<file path="src/rtl/div_unit_if.sv">
// Operand/result bundle between EX control and the iterative divider.
// The master side issues requests; the slave side (div_unit) returns results.
interface div_unit_if #(
    parameter int unsigned WIDTH = 32
);
    logic             i_start;
    logic [1:0]       i_div_op;
    logic [WIDTH-1:0] i_operand_a;
    logic [WIDTH-1:0] i_operand_b;
    logic             o_ready;
    logic             o_busy;
    logic             o_done;
    logic [WIDTH-1:0] o_div_data;

    modport master (
        output i_start, i_div_op, i_operand_a, i_operand_b,
        input  o_ready, o_busy, o_done, o_div_data
    );

    modport slave (
        input  i_start, i_div_op, i_operand_a, i_operand_b,
        output o_ready, o_busy, o_done, o_div_data
    );
endinterface

</file>
<file path="src/rtl/div_unit.sv">
// Restoring radix-2 divider for DIV/DIVU/REM/REMU, one quotient bit per cycle.
// Define DIV_FAST_PATH_EN to short-circuit divide-by-zero, signed overflow and divide-by-one.
module div_unit #(
    parameter int unsigned WIDTH = 32
) (
    input logic       i_clk,
    input logic       i_rst_n,
    div_unit_if.slave bus
);

    localparam int unsigned CntW = $clog2(WIDTH);

    typedef enum logic [1:0] {StIdle, StCalc, StSign} state_e;

    state_e           state_q, state_d;
    logic [CntW-1:0]  cnt_q, cnt_d;
    logic [WIDTH-1:0] rem_q, rem_d;
    logic [WIDTH-1:0] quo_q, quo_d;
    logic [WIDTH-1:0] div_q, div_d;
    logic             neg_quo_q, neg_quo_d;
    logic             neg_rem_q, neg_rem_d;
    logic             rem_sel_q, rem_sel_d;
    logic [WIDTH-1:0] data_q, data_d;
    logic             done_q, done_d;

    logic             signed_op;
    logic [WIDTH-1:0] a_abs, b_abs;
    logic [WIDTH:0]   rem_shift, diff;
    logic [WIDTH-1:0] quo_fix, rem_fix;
`ifdef DIV_FAST_PATH_EN
    logic             fast;
`endif

    always_ff @(posedge i_clk) begin
        if (!i_rst_n) begin
            state_q   <= StIdle;
            cnt_q     <= '0;
            rem_q     <= '0;
            quo_q     <= '0;
            div_q     <= '0;
            neg_quo_q <= 1'b0;
            neg_rem_q <= 1'b0;
            rem_sel_q <= 1'b0;
            data_q    <= '0;
            done_q    <= 1'b0;
        end else begin
            state_q   <= state_d;
            cnt_q     <= cnt_d;
            rem_q     <= rem_d;
            quo_q     <= quo_d;
            div_q     <= div_d;
            neg_quo_q <= neg_quo_d;
            neg_rem_q <= neg_rem_d;
            rem_sel_q <= rem_sel_d;
            data_q    <= data_d;
            done_q    <= done_d;
        end
    end

    always_comb begin
        state_d   = state_q;
        cnt_d     = cnt_q;
        rem_d     = rem_q;
        quo_d     = quo_q;
        div_d     = div_q;
        neg_quo_d = neg_quo_q;
        neg_rem_d = neg_rem_q;
        rem_sel_d = rem_sel_q;
        data_d    = data_q;
        done_d    = 1'b0;

        signed_op = ~bus.i_div_op[0];
        a_abs = (signed_op && bus.i_operand_a[WIDTH-1]) ?
                (~bus.i_operand_a + WIDTH'(1)) : bus.i_operand_a;
        b_abs = (signed_op && bus.i_operand_b[WIDTH-1]) ?
                (~bus.i_operand_b + WIDTH'(1)) : bus.i_operand_b;

        // quo_q doubles as the dividend shift register: its MSB feeds the remainder.
        rem_shift = {rem_q, quo_q[WIDTH-1]};
        diff      = rem_shift - {1'b0, div_q};

        // A zero divisor leaves the all-ones quotient unsigned.
        quo_fix = (neg_quo_q && (div_q != '0)) ? (~quo_q + WIDTH'(1)) : quo_q;
        rem_fix = neg_rem_q ? (~rem_q + WIDTH'(1)) : rem_q;

`ifdef DIV_FAST_PATH_EN
        fast = (bus.i_operand_b == '0) || (bus.i_operand_b == WIDTH'(1)) ||
               (signed_op && (bus.i_operand_a == {1'b1, {(WIDTH-1){1'b0}}}) &&
                (bus.i_operand_b == '1));
`endif

        unique case (state_q)
            StIdle: begin
                if (bus.i_start) begin
                    rem_sel_d = bus.i_div_op[1];
                    neg_quo_d = signed_op &
                                (bus.i_operand_a[WIDTH-1] ^ bus.i_operand_b[WIDTH-1]);
                    neg_rem_d = signed_op & bus.i_operand_a[WIDTH-1];
                    quo_d     = a_abs;
                    div_d     = b_abs;
                    rem_d     = '0;
                    cnt_d     = '0;
                    state_d   = StCalc;
`ifdef DIV_FAST_PATH_EN
                    // Preload the final magnitudes so StSign applies the usual sign fix.
                    if (fast) begin
                        quo_d   = (bus.i_operand_b == '0) ? '1 : a_abs;
                        rem_d   = (bus.i_operand_b == '0) ? a_abs : '0;
                        state_d = StSign;
                    end
`endif
                end
            end
            StCalc: begin
                if (!diff[WIDTH]) begin
                    rem_d = diff[WIDTH-1:0];
                    quo_d = {quo_q[WIDTH-2:0], 1'b1};
                end else begin
                    rem_d = rem_shift[WIDTH-1:0];
                    quo_d = {quo_q[WIDTH-2:0], 1'b0};
                end
                cnt_d = cnt_q + CntW'(1);
                if (cnt_q == CntW'(WIDTH - 1)) begin
                    state_d = StSign;
                end
            end
            StSign: begin
                data_d  = rem_sel_q ? rem_fix : quo_fix;
                done_d  = 1'b1;
                state_d = StIdle;
            end
            default: state_d = StIdle;
        endcase
    end

    assign bus.o_ready    = (state_q == StIdle);
    assign bus.o_busy     = (state_q != StIdle);
    assign bus.o_done     = done_q;
    assign bus.o_div_data = data_q;

endmodule
</file>
<file path="src/flat_wrapper.sv">
// flat-port wrapper written by rule: the top's interface ports become plain ports
module div_unit_flat 
#(
    parameter int unsigned WIDTH = 32
)
  (i_clk, i_rst_n, bus_i_start, bus_i_div_op, bus_i_operand_a, bus_i_operand_b, bus_o_ready, bus_o_busy, bus_o_done, bus_o_div_data);
  div_unit_if #(.WIDTH(WIDTH)) bus_i ();
  input logic i_clk;
  input logic i_rst_n;
  input wire logic [$bits(bus_i.i_start)-1:0] bus_i_start;
  input wire logic [$bits(bus_i.i_div_op)-1:0] bus_i_div_op;
  input wire logic [$bits(bus_i.i_operand_a)-1:0] bus_i_operand_a;
  input wire logic [$bits(bus_i.i_operand_b)-1:0] bus_i_operand_b;
  output wire logic [$bits(bus_i.o_ready)-1:0] bus_o_ready;
  output wire logic [$bits(bus_i.o_busy)-1:0] bus_o_busy;
  output wire logic [$bits(bus_i.o_done)-1:0] bus_o_done;
  output wire logic [$bits(bus_i.o_div_data)-1:0] bus_o_div_data;
  assign bus_i.i_start = bus_i_start;
  assign bus_i.i_div_op = bus_i_div_op;
  assign bus_i.i_operand_a = bus_i_operand_a;
  assign bus_i.i_operand_b = bus_i_operand_b;
  assign bus_o_ready = bus_i.o_ready;
  assign bus_o_busy = bus_i.o_busy;
  assign bus_o_done = bus_i.o_done;
  assign bus_o_div_data = bus_i.o_div_data;
  div_unit #(.WIDTH(WIDTH)) u_core (.i_clk(i_clk), .i_rst_n(i_rst_n), .bus(bus_i));
endmodule
</file>
<file path="config.mk">
export PLATFORM = sky130hd
export DESIGN_NAME = div_unit_flat
export DESIGN_NICKNAME = d
export VERILOG_FILES = /design/src/rtl/div_unit_if.sv /design/src/rtl/div_unit.sv /design/src/flat_wrapper.sv
export SDC_FILE = /design/constraint.sdc
export NUM_CORES = 1
export LEC_CHECK = 0
export ABC_AREA = 1
export CAP_MARGIN = 30
export CORE_MARGIN = 1.5
export CORE_UTILIZATION = 39
export CTS_BUF_LIST = sky130_fd_sc_hd__clkbuf_16
export CTS_CLUSTER_DIAMETER = 50
export DETAILED_ROUTE_END_ITERATION = 12
export MAX_ROUTING_LAYER = met4
export SLEW_MARGIN = 10
export SYNTH_ARGS = -nofsm -noshare
export SYNTH_HDL_FRONTEND = slang
export SYNTH_SLANG_ARGS = --single-unit
</file>
<file path="constraint.sdc">
create_clock -name i_clk -period 6.94 [get_ports i_clk]
set_input_delay 1.388 -clock i_clk [delete_from_list [all_inputs] [get_ports i_clk]]
set_output_delay 1.388 -clock i_clk [all_outputs]
set_load 0.01 [all_outputs]
</file>
Word-level counts from Yosys, hierarchy flattened. Cells that the tools add are included.

Muxes and demuxes: 17. Bitwise logic cells: 8. Divide/modulo/power cells: 0. Multiply operators: 0. $lt $le $gt $ge: 0. Equal/unequal tests: 5. Reductions and logical operators: 10. $add $sub $neg: 6. Shifts and indexed selects: 0.

Operators with widths (number): 32-bit two-way mux (8); 32-bit by 1-bit adder with 32-bit output, second input constant (4); 32-bit NOT (4); 32-bit one-hot mux with 2 select lines (2); 33-bit by 32-bit subtractor with 33-bit output (1); 32-bit nonzero test (1); 5-bit one-hot mux with 2 select lines (1); 2-bit AND reduction (3); 5-bit by 1-bit adder with 5-bit output, second input constant (1); 5-bit == test, second input constant (1); 5-bit two-way mux (1); 2-bit two-way mux (2); 2-bit one-hot mux with 2 select lines (1); 2-bit nonzero test (2); 1-bit logical AND (3); 1-bit bitwise AND (2); 2-bit by 1-bit == test with 1-bit output, second input constant (1); 2-bit == test, second input constant (1); 2-bit logical NOT (1); 1-bit two-way mux (2); 2-bit by 1-bit != test with 1-bit output, second input constant (1); 2-bit != test, second input constant (1); 1-bit NOT (1); 1-bit bitwise XOR (1).

Bits in latches: 0. RAM bits: 0. Memories: 0. Flip-flop bits (word level): 139. Memory bits (read-only): 0. Output and inout port bits: 35. Word-level logic and storage cells: 56. Input port bits: 69.

Longest topological paths before layout. Gate-level depths: netlist of the first run.

Depth in word-level cells: 5. Mapped depth: 18. Gate-level depth less buffers: 17.

Worst setup path before layout of the first run. OpenSTA, ideal clock, no wires.

Path kind: input -> register. Start: input bus_i_operand_b[0]. End: register u_core.div_q[26]. Buffers on the path: 0. Path slack: 4.132 ns. Setup time: 0.113 ns. Required time: 6.827 ns. Data arrival time: 2.695 ns. Stages on the path: 13. Cells stage by stage: inv_1 -> ha_1 -> nand3_1 -> nor2_1 -> nand2_1 -> nor2_1 -> nand2_1 -> o21ai_2 -> o21ai_1 -> nand2_1 -> nand2_1 -> o21ai_1 -> inv_1.

Word-level cells in the longest chain between the ends: 3.

Ends and longest elaborated chain: from (decl) (RTL line flat_wrapper.sv:13) `input wire logic [$bits(bus_i.i_operand_b)-1:0] bus_i_operand_b;`; 32-bit NOT (RTL line div_unit.sv:76) `(~bus.i_operand_b + WIDTH'(1)) : bus.i_operand_b;`; 32-bit by 1-bit adder with 32-bit output (RTL line div_unit.sv:76); 32-bit two-way mux (RTL line div_unit.sv:75) `b_abs = (signed_op && bus.i_operand_b[WIDTH-1]) ?`; to (signal assigned) (RTL line div_unit.sv:51) `div_q <= div_d;`; to (decl) (RTL line div_unit.sv:19) `logic [WIDTH-1:0] div_q, div_d;`.

No other way between the ends. A chain may end at the register's enable or synchronous reset.

Worst setup path after layout of the first run.
Start: input bus_i_start. End: register u_core.cnt_q[2].

Word-level cells in the longest chain between the ends: 2.

Ends and longest elaborated chain: from (decl) (RTL line flat_wrapper.sv:10) `input wire logic [$bits(bus_i.i_start)-1:0] bus_i_start;`; 2-bit != test (no source line); 2-bit AND reduction (no source line); to (signal assigned) (RTL line div_unit.sv:48) `cnt_q <= cnt_d;`; to (decl) (RTL line div_unit.sv:16) `logic [CntW-1:0] cnt_q, cnt_d;`.

No other way between the ends.

==> flow_results.xml, run 1 <==
<?xml version="1.0" encoding="UTF-8"?>
<metrics>
  <group name="timing">
    <metric name="finalHoldViolations" unit="">0</metric>
    <metric name="final-setup-viol-count" unit="">0</metric>
    <metric name="slew_violations" unit="">0</metric>
    <metric name="fin_tns_setup" unit="ps">0</metric>
    <metric name="worst_slew_pin_slew" unit="ps">782</metric>
    <metric name="finalHoldWorstSlack" unit="ps">471</metric>
    <metric name="min_period" unit="ps">3230</metric>
    <metric name="timing.clock.skew" unit="ps">17.9</metric>
    <metric name="worst_slew_margin_rel" unit="%">47.9</metric>
    <metric name="maxClockFrequency" unit="MHz">310</metric>
    <metric name="rsz0062_at_grt" unit="">no</metric>
    <metric name="final.period_utilization" unit="%">46.5</metric>
  </group>
  <group name="global_routing">
    <metric name="maximum_number_of_pins_on_one_net_before_global_route_repair" unit="">75</metric>
    <metric name="first_global_vias" unit="">12242</metric>
    <metric name="antenna_found_initial" unit="">0</metric>
    <metric name="globalRouteOverflowTotal" unit="">0</metric>
    <metric name="grt_usage" unit="%">26.1</metric>
    <metric name="wire_length_of_the_first_global_routing_pass" unit="µm">66100</metric>
  </group>
  <group name="routing">
    <metric name="avgViaCountPerCell" unit="">5.26</metric>
    <metric name="route.antenna.remaining_nets" unit="">0</metric>
    <metric name="route.final.wire_length" unit="µm">41300</metric>
    <metric name="detailedRoute.firstPassIterationCount" unit="">7</metric>
    <metric name="detail_route.drc_violations" unit="">0</metric>
    <metric name="violation_count_after_the_first_detailed_routing_iteration" unit="">1128</metric>
    <metric name="drt-wirelength-per-cell" unit="µm">16.0</metric>
    <metric name="vias" unit="">13599</metric>
  </group>
  <group name="logic_synthesis">
    <metric name="synth-warning-count" unit="">0</metric>
    <metric name="yosys_most_used_dff" unit="">sky130_fd_sc_hd__dfxtp_1</metric>
    <metric name="synth_area_leaders" unit="">sky130_fd_sc_hd__dfxtp_1, sky130_fd_sc_hd__nand2_1, sky130_fd_sc_hd__inv_1, sky130_fd_sc_hd__nand3_1, sky130_fd_sc_hd__nor2_1</metric>
    <metric name="syn-cell-area" unit="µm²">12300</metric>
    <metric name="post_synth_net_total" unit="">2222</metric>
    <metric name="syn_inst" unit="">2114</metric>
    <metric name="synth-edff-count" unit="">0</metric>
    <metric name="syn_area_cell" unit="µm²">5.80</metric>
    <metric name="netlist_top_cells_count" unit="">sky130_fd_sc_hd__nand2_1, sky130_fd_sc_hd__inv_1, sky130_fd_sc_hd__nand3_1, sky130_fd_sc_hd__nor2_1, sky130_fd_sc_hd__dfxtp_1</metric>
    <metric name="synth.largest_area_cell" unit="">sky130_fd_sc_hd__dfxtp_1</metric>
    <metric name="yosys_register_bits" unit="">139</metric>
    <metric name="asyncSetResetFlopFracSynth" unit="%">0</metric>
    <metric name="synth_most_common_cell" unit="">sky130_fd_sc_hd__nand2_1</metric>
    <metric name="seq_area_frac_synth" unit="%">22.7</metric>
    <metric name="synth_top_area_share" unit="%">22.7</metric>
    <metric name="yosys.cell_types.count" unit="">48</metric>
  </group>
  <group name="floorplanning">
    <metric name="io-pin-count" unit="">104</metric>
    <metric name="core" unit="µm²">30700</metric>
    <metric name="floorplan.initialDensity" unit="%">39.9</metric>
    <metric name="floorplan.die_area" unit="µm²">32500</metric>
    <metric name="core.rowCount" unit="">64</metric>
    <metric name="chipHeight" unit="µm">180</metric>
    <metric name="die_x" unit="µm">180</metric>
  </group>
  <group name="setup_path">
    <metric name="startpoint" unit="">bus_i_start</metric>
    <metric name="timing.critical_path.from_type" unit="">input pin</metric>
    <metric name="cp-endpoint" unit="">u_core.cnt_q[2]</metric>
    <metric name="timing.critical_path.to_type" unit="">register</metric>
    <metric name="cp_data_arrival_time" unit="ps">3570</metric>
    <metric name="r2r.worst_path.cells" unit="">16</metric>
    <metric name="r2r_start" unit="">u_core.quo_q[31]</metric>
    <metric name="cpPeakStageDelay" unit="ps">500</metric>
    <metric name="worst-r2r-setup-slack" unit="ps">4130</metric>
    <metric name="cp_slowest_cell" unit="">sky130_fd_sc_hd__buf_4</metric>
    <metric name="critical_path.reg2reg.endpoint" unit="">u_core.rem_q[4]</metric>
    <metric name="crit_type" unit="">in2reg</metric>
    <metric name="timing.critical_path.required" unit="ps">7280</metric>
    <metric name="critical_path_cell_list" unit="">clkdlybuf4s50_1 -&gt; nand2_1 -&gt; buf_4 -&gt; inv_2 -&gt; nor2_4 -&gt; buf_4 -&gt; nand2_1 -&gt; a221oi_1</metric>
    <metric name="worstPathMaxFanout" unit="">40</metric>
  </group>
  <group name="placement">
    <metric name="placement.io_buffers" unit="">103</metric>
    <metric name="hpwlAfterDp" unit="µm">32600</metric>
    <metric name="gp_congestion" unit="">0.932</metric>
  </group>
  <group name="hold_path">
    <metric name="min_path_type" unit="">reg2reg</metric>
  </group>
  <group name="clocking">
    <metric name="cts_tree" unit="">yes</metric>
    <metric name="htree_num_levels" unit="">4</metric>
    <metric name="post_cts_resize_count" unit="">0</metric>
    <metric name="cts-root-to-sink-buffers" unit="">2</metric>
    <metric name="clock_sinks" unit="">139</metric>
    <metric name="numCtsBuffers" unit="">17</metric>
    <metric name="clkSlewWorstSetupHoldPaths" unit="ps">60</metric>
    <metric name="clock_insertion_delay_worst_skew" unit="ps">440</metric>
    <metric name="number_of_buffers_added_to_fix_hold_violations_after_cts" unit="">0</metric>
    <metric name="cts_post_setup_buffers_inserted" unit="">0</metric>
    <metric name="cts_root_buf" unit="">sky130_fd_sc_hd__clkbuf_16</metric>
  </group>
  <group name="layout">
    <metric name="area_growth_syn_to_layout" unit="%">15.7</metric>
    <metric name="fraction_of_layout_cells_with_a_size_suffix_above_1" unit="%">7.36</metric>
    <metric name="final_net_count" unit="">2283</metric>
    <metric name="fillerInstances" unit="">3345</metric>
    <metric name="antennaDiodeCount" unit="">0</metric>
  </group>
  <group name="power_and_ir_drop">
    <metric name="ir_worst_vdd" unit="mV">0.332</metric>
    <metric name="p_leak" unit="nW">6.72</metric>
    <metric name="p_per_area" unit="nW/µm²">547</metric>
  </group>
  <group name="run">
    <metric name="drv.max_cap_violation_count" unit="">0</metric>
  </group>
  <group name="outcome">
    <metric name="status" unit="">complete, no violations</metric>
  </group>
</metrics>
## per-stage QoR
step | power, mW | setup slack (ps) | cell area (µm²) | instances | utilization (%)
floorplan | 5.49 | 4130 | 12300 | 2114 | -
global placement | 6.71 | 3300 | 13600 | 2550 | 44.1
detailed placement | 6.76 | 3250 | 13600 | 2551 | 44.2
CTS | 7.72 | 3710 | 14200 | 2582 | 46.1
global route | 8.52 | 3510 | 14200 | 2583 | 46.1
finish | 7.76 | 3710 | 14200 | 2583 | 46.1
## where the power goes
group | internal, mW | switching, mW | leakage [nW] | total (mW)
Sequential | 0.934 | 0.210 | 1.13 | 1.14
Combinational | 1.80 | 3.88 | 5.31 | 5.69
Clock | 0.536 | 0.394 | 0.277 | 0.930
## metal layers
layer / share of wire [%] / track usage (%) / vias to the layer above
met3: 5.0 / 2.95 / 37
met5: 0 / - / -
met2: 44 / 39.7 / 384
li1: - / - / 6988
met4: 1.8 / 6.12 / 0
met1: 49 / 36.9 / 6190
## flip-flops by register name, indices dropped and copies added, names as in the netlist
name	count
u_core.quo_q	32
u_core.neg_quo_q	1
u_core.bus.o_div_data	32
u_core.rem_sel_q	1
u_core.state_q	2
u_core.neg_rem_q	1
u_core.div_q	32
u_core.bus.o_done	1
u_core.cnt_q	5
u_core.rem_q	32
## area by class of cell
cell class	count	area (µm²)	area share, %
Timing Repair Buffer	117	1150	8.12
Clock inverter	14	159	1.12
Inverter	313	1170	8.29
Multi-Input combinational cell	1587	7990	56.4
Tap cell	396	495	3.49
Clock buffer	17	425	3.00
Sequential cell	139	2780	19.6
## how the worst min path moves through the flow
stage / startpoint / to / depth (start not counted)
after floorplan: u_core.cnt_q[3] / u_core.cnt_q[3] / 2
after global placement: u_core.cnt_q[4] / u_core.cnt_q[4] / 2
after detailed placement: u_core.cnt_q[3] / u_core.cnt_q[3] / 2
after CTS: u_core.cnt_q[3] / u_core.cnt_q[3] / 2
after global routing: u_core.cnt_q[3] / u_core.cnt_q[3] / 2
final: u_core.cnt_q[3] / u_core.cnt_q[3] / 2
## critical path, delay by kind of cell
kind	cells	cell delay [ps]
AND/OR/NAND/NOR	3	610
AO/OA/AOI/OAI	1	230
buffers and inverters	4	1310
## cells in the final DEF (no fill, tap or decap), types with 37 or more instances in the layout
cell,count
sky130_fd_sc_hd__ha_1,38
sky130_fd_sc_hd__nand2_1,568
sky130_fd_sc_hd__nand4_1,37
sky130_fd_sc_hd__nor2_1,212
sky130_fd_sc_hd__clkdlybuf4s50_1,102
sky130_fd_sc_hd__o21ai_0,120
sky130_fd_sc_hd__dfxtp_1,139
sky130_fd_sc_hd__inv_1,292
sky130_fd_sc_hd__a21oi_1,127
sky130_fd_sc_hd__nand3_1,219
## cell families after synthesis
family	share of synthesized area (%)
adders and majority gates	4.04
buffers and inverters	12.3
DFF	22.7
and+or+nand+nor	41.6
AOI/OAI and AO/OA	16.6
xor gates and xnor gates	2.79
(Power assumes the default switching activity.)
==> run 2: changes to the inputs <==
clock period = 3.23 ns   (was 6.94 ns; I/O delays follow)
==> run 2 against run 1 <==
Net effect:
- the flow now finishes with violations (design-rule violations)
- total power increased by 110%
- combinational power increased by 110%
- via count about the same
- global-route usage decreased by 0.41 points
- design area increased by 0.11%
- sequential cell count unchanged
- critical path depth increased by 6
- sequential share of layout area about the same
- first-iteration DRC count decreased by 2.6%
- register-to-register slack got worse by 3600 ps
- critical path type is now reg2reg
- critical endpoint is now u_core.rem_q[1]
- largest cell class unchanged
- largest power group unchanged
==> flow_results.xml, run 2 (synthesis results as in run 1) <==
<?xml version="1.0" encoding="UTF-8"?>
<metrics>
  <group name="run">
    <metric name="drv.max_cap_violation_count" unit="">0</metric>
  </group>
  <group name="layout">
    <metric name="most_common_cell_after_layout_fill_and_taps_aside" unit="">sky130_fd_sc_hd__nand2_1</metric>
    <metric name="antennaDiodeCount" unit="">0</metric>
    <metric name="final_net_count" unit="">2290</metric>
    <metric name="fillerInstances" unit="">3393</metric>
    <metric name="finalInstanceArea" unit="µm²">14200</metric>
    <metric name="layout.cells.most_common_list" unit="">sky130_fd_sc_hd__nand2_1, sky130_fd_sc_hd__inv_1, sky130_fd_sc_hd__nand3_1</metric>
    <metric name="fraction_of_layout_cells_with_a_size_suffix_above_1" unit="%">7.70</metric>
    <metric name="area_growth_syn_to_layout" unit="%">15.8</metric>
  </group>
  <group name="placement">
    <metric name="hpwlAfterDp" unit="µm">32400</metric>
    <metric name="pre_cts_slack" unit="ps">429</metric>
    <metric name="placement.io_buffers" unit="">103</metric>
    <metric name="placed_cell_area" unit="µm²">13600</metric>
    <metric name="gp_congestion" unit="">0.927</metric>
  </group>
  <group name="floorplanning">
    <metric name="chipHeight" unit="µm">180</metric>
    <metric name="core" unit="µm²">30700</metric>
    <metric name="die_x" unit="µm">180</metric>
    <metric name="floorplan.die_area" unit="µm²">32500</metric>
    <metric name="core.rowCount" unit="">64</metric>
    <metric name="floorplan.initialDensity" unit="%">39.9</metric>
    <metric name="io-pin-count" unit="">104</metric>
  </group>
  <group name="global_routing">
    <metric name="antenna_found_initial" unit="">0</metric>
    <metric name="wire_length_of_the_first_global_routing_pass" unit="µm">64600</metric>
    <metric name="globalRouteOverflowTotal" unit="">0</metric>
    <metric name="first_global_vias" unit="">12162</metric>
    <metric name="grt_usage" unit="%">25.7</metric>
    <metric name="maximum_number_of_pins_on_one_net_before_global_route_repair" unit="">75</metric>
  </group>
  <group name="routing">
    <metric name="route.antenna.remaining_nets" unit="">0</metric>
    <metric name="drt-wirelength-per-cell" unit="µm">15.8</metric>
    <metric name="vias" unit="">13606</metric>
    <metric name="route.final.wire_length" unit="µm">41000</metric>
    <metric name="violation_count_after_the_first_detailed_routing_iteration" unit="">1099</metric>
    <metric name="detailedRoute.firstPassIterationCount" unit="">9</metric>
    <metric name="avgViaCountPerCell" unit="">5.25</metric>
    <metric name="detail_route.drc_violations" unit="">2</metric>
  </group>
  <group name="setup_path">
    <metric name="cpPeakStageDelay" unit="ps">370</metric>
    <metric name="critPathMostFrequentCell" unit="">sky130_fd_sc_hd__nand2_2</metric>
    <metric name="timing.critical_path.from_type" unit="">register</metric>
    <metric name="cp_data_arrival_time" unit="ps">2970</metric>
    <metric name="critical_path_cell_list" unit="">inv_1 -&gt; ha_1 -&gt; nand2_2 -&gt; inv_2 -&gt; nand2_2 -&gt; nand2_2 -&gt; nand2_1 -&gt; nand2_2 -&gt; a21oi_4 -&gt; nand3_4 -&gt; nand2_8 -&gt; nand2_1 -&gt; nand3_1 -&gt; a21oi_1</metric>
    <metric name="cp_slowest_cell" unit="">sky130_fd_sc_hd__ha_1</metric>
    <metric name="timing.critical_path.to_type" unit="">register</metric>
    <metric name="crit_type" unit="">reg2reg</metric>
    <metric name="timing.critical_path.required" unit="ps">3550</metric>
    <metric name="worstPathMaxFanout" unit="">27</metric>
  </group>
  <group name="clocking">
    <metric name="cts_root_buf" unit="">sky130_fd_sc_hd__clkbuf_16</metric>
    <metric name="htree_num_levels" unit="">4</metric>
    <metric name="clkSlewWorstSetupHoldPaths" unit="ps">60</metric>
    <metric name="cts-root-to-sink-buffers" unit="">2</metric>
    <metric name="numCtsBuffers" unit="">17</metric>
    <metric name="clock_insertion_delay_worst_skew" unit="ps">450</metric>
    <metric name="cts_post_setup_buffers_inserted" unit="">0</metric>
    <metric name="number_of_buffers_added_to_fix_hold_violations_after_cts" unit="">0</metric>
    <metric name="clock_sinks" unit="">139</metric>
    <metric name="cts_tree" unit="">yes</metric>
    <metric name="post_cts_resize_count" unit="">0</metric>
  </group>
  <group name="outcome">
    <metric name="failed_checks" unit="">design-rule violations</metric>
    <metric name="status" unit="">finished with violations</metric>
  </group>
  <group name="timing">
    <metric name="fin_tns_setup" unit="ps">0</metric>
    <metric name="slew_violations" unit="">0</metric>
    <metric name="maxClockFrequency" unit="MHz">377</metric>
    <metric name="final.period_utilization" unit="%">82.1</metric>
    <metric name="finalHoldViolations" unit="">0</metric>
    <metric name="min_period" unit="ps">2650</metric>
    <metric name="timing.clock.skew" unit="ps">13.6</metric>
    <metric name="setup_slack" unit="ps">577</metric>
    <metric name="worst_slew_margin_rel" unit="%">44.4</metric>
    <metric name="final-setup-viol-count" unit="">0</metric>
    <metric name="rsz0062_at_grt" unit="">no</metric>
    <metric name="worst_slew_pin_slew" unit="ps">833</metric>
  </group>
  <group name="power_and_ir_drop">
    <metric name="ir_worst_vdd" unit="mV">0.888</metric>
    <metric name="p_switching" unit="mW">9.71</metric>
    <metric name="power.share.clock" unit="%">11.5</metric>
    <metric name="switching_share" unit="%">58.5</metric>
    <metric name="pint" unit="mW">6.89</metric>
    <metric name="totalPowerFinal" unit="mW">16.6</metric>
    <metric name="power.share.sequential" unit="%">14.9</metric>
    <metric name="p_comb_share" unit="%">73.6</metric>
    <metric name="p_per_area" unit="nW/µm²">1170</metric>
    <metric name="p_leak" unit="nW">6.75</metric>
  </group>
  <group name="hold_path">
    <metric name="min_path_type" unit="">reg2reg</metric>
  </group>
</metrics>
-- run 2: changes by cell type in the layout (fill, tap and decap cells not counted), sizes merged --
cell      change
inv           +2
clkinv        +3
buf           +7
clkinvlp      -2
bufinv        -2
-- run 2: cell type report --
class                           instances  area [µm²]  share of cell area (%)
Clock buffer                           17         425                    3.00
Clock inverter                         15         129                   0.908
Inverter                              313        1170                    8.28
Multi-Input combinational cell       1587        7990                    56.3
Sequential cell                       139        2780                    19.6
Tap cell                              396         495                    3.49
Timing Repair Buffer                  124        1200                    8.43
-- run 2: worst paths after layout --
kind / to / depth (start not counted) / from / slack, ps
max: u_core.rem_q[1] / 14 / u_core.div_q[27] / 580
min: u_core.cnt_q[4] / 2 / u_core.cnt_q[4] / 470
max reg2reg: u_core.rem_q[1] / 14 / u_core.div_q[27] / 580
min reg2reg: u_core.cnt_q[4] / 2 / u_core.cnt_q[4] / 470
-- run 2: per-stage QoR --
step | util [%] | hold slack, ps | std cells
2_1_floorplan | - | 444 | 2114
5_1_grt | 46.2 | 484 | 2591
6_report | 46.2 | 471 | 2591
3_3_place_gp | 44.4 | 451 | 2559
4_1_cts | 46.2 | 470 | 2591
3_5_place_dp | 44.4 | 460 | 2559
-- run 2: routing by layer --
layer | track usage (%) | share of wire (%) | vias up
li1 | - | - | 6994
met1 | 36.1 | 50 | 6189
met2 | 38.3 | 43 | 367
met3 | 2.81 | 4.7 | 56
met4 | 8.34 | 2.6 | 0
met5 | - | 0 | -
-- run 2: critical path: cells and delay by family (launching register included) --
kind / cells / cell delay [ps]
flip-flops: 1 / 300
adder cells (fa/ha/maj): 1 / 370
AO/OA/AOI/OAI: 2 / 280
buffers and inverters: 2 / 280
AND/OR/NAND/NOR: 9 / 1280
-- run 2: power groups by stage --
stage	sequential [mW]	clock [mW]	combinational (mW)
CTS	2.46	1.93	12.1
finish	2.47	1.91	12.2
global route	2.50	2.00	13.7
floorplan	2.28	0	9.52
global placement	2.49	0	11.9
detailed placement	2.50	0	12.0
